### src/rtl/mul16_seq.sv
// mul16_seq: multi-cycle radix-2 shift-add multiplier with start/busy/done handshake.
// Signed operands are multiplied as magnitudes and the sign is applied to the final product.
module mul16_seq #(
    parameter int WIDTH = 16
) (
    input  logic             clk,
    input  logic             rst_n,
    input  logic             start,
    input  logic             signed_mode,
    input  logic [WIDTH-1:0] multiplicand,
    input  logic [WIDTH-1:0] multiplier,
    output logic             busy,
    output logic             done,
    output logic [WIDTH-1:0] product_hi,
    output logic [WIDTH-1:0] product_lo
);
    localparam int CW = $clog2(WIDTH) + 1;
    typedef enum logic [1:0] {IDLE, BUSY, DONE} state_t;
    state_t             state;
    logic [2*WIDTH-1:0] acc, mcand, acc_nxt, res;
    logic [WIDTH-1:0]   mplr, a_abs, b_abs;
    logic [CW-1:0]      count;
    logic               neg;
    // Two's-complement negation of the most negative value wraps to itself, which is its correct magnitude.
    assign a_abs   = (signed_mode && multiplicand[WIDTH-1]) ? -multiplicand : multiplicand;
    assign b_abs   = (signed_mode && multiplier[WIDTH-1]) ? -multiplier : multiplier;
    assign acc_nxt = mplr[0] ? acc + mcand : acc;
    assign res     = neg ? -acc_nxt : acc_nxt;
    always_ff @(posedge clk) begin
        if (!rst_n) begin
            state      <= IDLE;
            busy       <= 1'b0;
            done       <= 1'b0;
            product_hi <= '0;
            product_lo <= '0;
            acc        <= '0;
            mcand      <= '0;
            mplr       <= '0;
            count      <= '0;
            neg        <= 1'b0;
        end else begin
            case (state)
                IDLE: begin
                    done <= 1'b0;
                    if (start) begin
                        mcand <= {{WIDTH{1'b0}}, a_abs};
                        mplr  <= b_abs;
                        neg   <= signed_mode & (multiplicand[WIDTH-1] ^ multiplier[WIDTH-1]);
                        acc   <= '0;
                        count <= '0;
                        busy  <= 1'b1;
                        state <= BUSY;
                    end
                end
                BUSY: begin
                    acc   <= acc_nxt;
                    mcand <= mcand << 1;
                    mplr  <= mplr >> 1;
                    count <= count + 1'b1;
                    // The last step folds straight into the registered product so done carries a valid result.
                    if (count == CW'(WIDTH - 1)) begin
                        {product_hi, product_lo} <= res;
                        busy  <= 1'b0;
                        done  <= 1'b1;
                        state <= DONE;
                    end
                end
                DONE: begin
                    done  <= 1'b0;
                    state <= IDLE;
                end
                default: state <= IDLE;
            endcase
        end
    end
endmodule

### config.mk
export PLATFORM = sky130hd
export DESIGN_NAME = mul16_seq
export DESIGN_NICKNAME = d
export VERILOG_FILES = /design/src/rtl/mul16_seq.sv
export SDC_FILE = /design/constraint.sdc
export NUM_CORES = 1
export LEC_CHECK = 0
export CAP_MARGIN = 25
export CORE_ASPECT_RATIO = 0.75
export CORE_UTILIZATION = 30
export DETAILED_ROUTE_END_ITERATION = 6
export GPL_TIMING_DRIVEN = 1
export PLACE_DENSITY_LB_ADDON = 0.3
export SLEW_MARGIN = 20
export SYNTH_ARGS = -nofsm -noshare
export SYNTH_HDL_FRONTEND = slang
export SYNTH_SLANG_ARGS = --single-unit
### constraint.sdc
create_clock -name clk -period 6.3 [get_ports clk]
set_input_delay 0.945 -clock clk [delete_from_list [all_inputs] [get_ports clk]]
set_output_delay 0.945 -clock clk [all_outputs]
set_load 0.03 [all_outputs]
# After elaboration in Yosys (flattened, before gate mapping)
# Index checks and enable logic that the tools add are counted.
# totals
register_bits,122
input_bits,36
output_inout_bits,34
elab_cells,54
# op_classes
n_addsub,5
eq_ne,5
muxes,20
n_bitwise,2
reduce_logical,12
# ops
operator,n
32-bit 2-to-1 mux,4
32-bit one-hot mux with 2 select lines,2
16-bit 2-to-1 mux,3
32-bit adder,1
16-bit negation,2
32-bit negation,1
16-bit one-hot mux with 2 select lines,1
5-bit one-hot mux with 2 select lines,1
2-bit AND reduction,5
"5-bit by 1-bit adder with 5-bit output, second input constant",1
"5-bit by 4-bit equality test with 1-bit output, second input constant",1
5-bit 2-to-1 mux,1
2-bit 2-to-1 mux,2
"2-bit inequality test, second input constant",2
1-bit one-hot mux with 2 select lines,2
2-bit one-hot mux with 2 select lines,1
2-bit nonzero test,2
1-bit 2-to-1 mux,3
3-bit AND reduction,1
"2-bit by 1-bit equality test with 1-bit output, second input constant",1
"2-bit equality test, second input constant",1
1-bit logical AND,2
2-bit logical NOT,1
2-bit OR reduction,1
2 further kinds,2

# Logic depth before layout (Yosys ltp)
# depth
ltp_word,4
ltp_mapped,14

# Worst setup path after synthesis
# OpenSTA, ideal clock, no wires.
# synth_path
path_kind,reg-to-reg
startpoint,reg mplr[0]
endpoint,reg product_hi[10]
setup_time_ns,0.117
arrival_ns,3.738
required_ns,6.183
setup_slack_ns,2.445
stages_incl_launch_ff,15
n_path_buf,4
path_cell_list,dfxtp_1 -> buf_2 -> buf_2 -> buf_2 -> buf_1 -> mux2i_1 -> ha_1 -> and2_1 -> o2111ai_1 -> or4_1 -> a211o_1 -> or4_4 -> or4_4 -> mux2i_1 -> nand2_1
# synth_via
elab_chain_cells,3
# synth_lines
item,line_no,source
"start, declared",21,"logic [WIDTH-1:0] mplr, a_abs, b_abs;"
"start signal, assigned",47,mplr <= b_abs;
"start signal, assigned",58,mplr <= mplr >> 1;
32-bit 2-to-1 mux *,27,assign acc_nxt = mplr[0] ? acc + mcand : acc;
32-bit negation,28,assign res = neg ? -acc_nxt : acc_nxt;
32-bit 2-to-1 mux *,28,
"end signal, assigned",62,"{product_hi, product_lo} <= res;"
"end, declared",14,"output logic [WIDTH-1:0] product_hi,"
# Every way passes the cells marked *; elsewhere a longest branch is shown, timed or not.
# A chain may end at the register's enable or synchronous reset.

# Final worst setup path
# layout_path
startpoint,reg acc[0]
endpoint,reg product_hi[15]
# layout_via
elab_chain_cells,4
# layout_lines
item,line_no,source
"start, declared",20,"logic [2*WIDTH-1:0] acc, mcand, acc_nxt, res;"
"start signal, assigned",56,acc <= acc_nxt;
32-bit adder,27,
32-bit 2-to-1 mux *,27,
32-bit negation,28,
32-bit 2-to-1 mux *,28,
# Marks and branches as above.

==> flow_summary.json <==
{
  "synth_ff_type": "dfxtp_1",
  "min_period_ns": 4.20,
  "slew_headroom_pct": 36.0,
  "switching_share_pct": 28.1,
  "crit_path_max_fanout": 6,
  "wl_per_cell_um": 17.0,
  "finalSetupViolations": 0,
  "die_y_um": 147,
  "nets": 1217,
  "hold_depth": 2,
  "ff2ff_path_depth": 12,
  "synth_area_per_cell_um2": 7.48,
  "placementRows": 52,
  "cp-start-kind": "flop",
  "clkTransAtPathRegs_ns": 0.06,
  "syn_area_um2": 8370,
  "core_um2": 27200,
  "p_leak_nw": 3.48,
  "synth-edff-count": 0,
  "status": "completed",
  "routabilityCongestion": 0.872,
  "holdBufCountCts": 0,
  "port_buffers": 69,
  "fp.dieW_um": 195,
  "peakVddDrop_v": 0.000150,
  "syn_inst": 1119,
  "grt_pass1_wl_um": 42000,
  "place_hpwl_um": 18200,
  "vias": 8371,
  "grt_pass1_vias": 7659,
  "r2r_setup_slack_ns": 2.10,
  "htree_levels": 4,
  "worstPathArrival_ns": 4.53,
  "diodes": 0,
  "finClkSkew_ns": 0.0133,
  "p_int_w": 0.00152,
  "async_flop_share_pct": 0,
  "synth_seq_cells": 122,
  "clock_latency_ns": 0.43,
  "routed_wl_um": 25600,
  "yosys-top-cells-area": "dfxtp_1 29%, a21oi_1 8.3%, nand2_1 7.1%, ha_1 5.4%, nor2_1 4.0%",
  "crit_required_ns": 6.63,
  "synth_area_leader_cell": "dfxtp_1",
  "synthTopCellsByCount": "159 x nand2_1, 139 x a21oi_1, 122 x dfxtp_1",
  "r2r_end": "product_hi[15]$_SDFFE_PN0P_",
  "viasPerCell": 5.55,
  "root_buffer": "clkbuf_16",
  "p_switching_w": 0.000594,
  "holdPathEnd": "done$_SDFFE_PN0P_",
  "endpoint_kind": "flop",
  "period_share_pct": 66.6,
  "finalSetupTns_ns": 0,
  "tightestPinTransition_ns": 0.959,
  "synth_most_common_cell": "nand2_1",
  "area_growth_pct": 18.4,
  "dp_cells": 1476,
  "clkPwrFrac_pct": 47.7,
  "r2r-start": "acc[0]$_SDFFE_PN0P_",
  "grt-ovfl-total": 0,
  "drc": 0,
  "track_usage_pct": 18.2,
  "cts_resized": 0,
  "maxCapViolCount": 0,
  "finalHoldViolCount": 0,
  "antenna_found_initial": 0,
  "io_pins": 70,
  "drive_above_1_share_pct": 7.44,
  "ant_nets": 0,
  "power_frac_seq_pct": 38.2,
  "clock_path_buffers": 2,
  "ys_seq_area_share_pct": 29.2,
  "tritoncts": "yes",
  "slew_viol_final": 0,
  "start_util_pct": 30.8,
  "initialDrtViolationCount": 665,
  "worstHoldPathType": "flop to flop",
  "synth_nets": 1192,
  "clock.fmax_mhz": 238,
  "grt_setup_unrepaired": "no",
  "die-area_um2": 28600,
  "numCtsBuffers": 17,
  "cts.sinks": 122,
  "yosysWarnings": 0,
  "fin_cells": 1507,
  "hold_start": "done$_SDFFE_PN0P_",
  "p_per_area_nw_per_um2": 213,
  "criticalPathCategory": "flop to flop",
  "p_comb_share_pct": 14.1,
  "first_pass_iters": 5,
  "postLayoutCoreUtil_pct": 36.4,
  "synth_top_area_share_pct": 29.2,
  "post-cts-setup-buffers": 0,
  "grt_max_degree": 70,
  "yosys.cell_types.count": 81
}
-- per-stage QoR --
stage,instance area [um^2],setup WS [ns],power (W),hold slack [ns]
floorplan,8370,2.44,0.00102,0.432
global placement,9310,2.21,0.00112,0.445
detailed placement,9310,2.13,0.00112,0.448
CTS,9910,2.12,0.00213,0.464
global route,9910,1.84,0.00219,0.489
finish,9910,2.10,0.00211,0.458
-- placed cells by master (no fill, tap or decap), drive strengths merged, types with 5 or more instances in the layout --
cell and count:
o31ai 12, nor2 89, nor3 32, mux2i 10, clkdlybuf4s50 69, clkinv 6
nand3 57, and2 10, or4 7, a32oi 6, o21a 9, nor4 9
inv 22, a211o 8, a31oi 18, ha 36, mux2 7, a221oi 7
a22oi 33, or3 8, nand4 20, clkbuf 18, a211oi 11, a21o 5
xnor2 37, o211ai 10, nand2 159, buf 11, and3 19, o21ai 52
xor2 17, nand2b 12, a21oi 141, dfxtp 122
-- layer usage --
metal  wire length, um  vias up  global-route usage, %
met5                 0        -                      0
met4               204        0                   3.78
met3              1490       22                   3.19
met2             10000      212                   25.3
met1             13800     3976                   28.5
li1                  -     4161                      -
-- critical path, stage by stage, from the launching register on --
cell	delay, ns
dfxtp_1	0.32
ha_1	0.26
fa_1	0.44
a211oi_2	0.42
o211ai_2	0.18
a21oi_2	0.29
o21ai_1	0.13
or3_1	0.35
a31oi_1	0.39
inv_1	0.16
or4_4	0.57
o41a_1	0.44
a31oi_1	0.16
-- registers in the layout, summed over array words and instances (netlist names) --
signal	count
count	5
acc	32
busy	1
state	2
done	1
product_hi	16
mplr	16
neg	1
mcand	32
product_lo	16
-- worst max-delay path by stage --
stage,from,end,cells after the start
after global placement,acc[0]$_SDFFE_PN0P_,product_hi[15]$_SDFFE_PN0P_,12
after detailed placement,acc[0]$_SDFFE_PN0P_,product_hi[15]$_SDFFE_PN0P_,12
after floorplan,mplr[0]$_SDFFE_PN0P_,product_hi[10]$_SDFFE_PN0P_,14
after CTS,acc[0]$_SDFFE_PN0P_,product_hi[15]$_SDFFE_PN0P_,12
after global routing,acc[0]$_SDFFE_PN0P_,product_hi[15]$_SDFFE_PN0P_,12
final,acc[0]$_SDFFE_PN0P_,product_hi[15]$_SDFFE_PN0P_,12
-- power groups by stage --
stage / Combinational (W) / Sequential, W / Clock [W]
3_3_place_gp: 0.000293 / 0.000824 / 0
3_5_place_dp: 0.000296 / 0.000824 / 0
5_1_grt: 0.000329 / 0.000809 / 0.00105
6_report: 0.000298 / 0.000807 / 0.00101
4_1_cts: 0.000297 / 0.000807 / 0.00102
2_1_floorplan: 0.000205 / 0.000819 / 0
-- cell families (layout without fill, tap and decap cells) --
logic type                 count (synthesis)  in the layout  share of synthesized area [%]
muxes                                     17             17                           2.14
buffers and inverters                     95            132                           4.38
and+or+nand+nor                          442            442                           25.2
xor gates and xnor gates                  54             54                           5.65
AOI/OAI and AO/OA                        352            352                           27.8
adders and majority gates                 37             37                           5.62
DFF                                      122            122                           29.2
-- final cells by class --
class / count / area, um^2
flip-flops and latches: 122 / 2440
clock buffers: 18 / 429
fillers: 2888 / 17300
inverters: 21 / 80.1
multi-input cells: 902 / 5570
clock inverters: 13 / 170
well taps: 351 / 439
repair buffers: 80 / 773
Power figures use the tool's default switching activity.
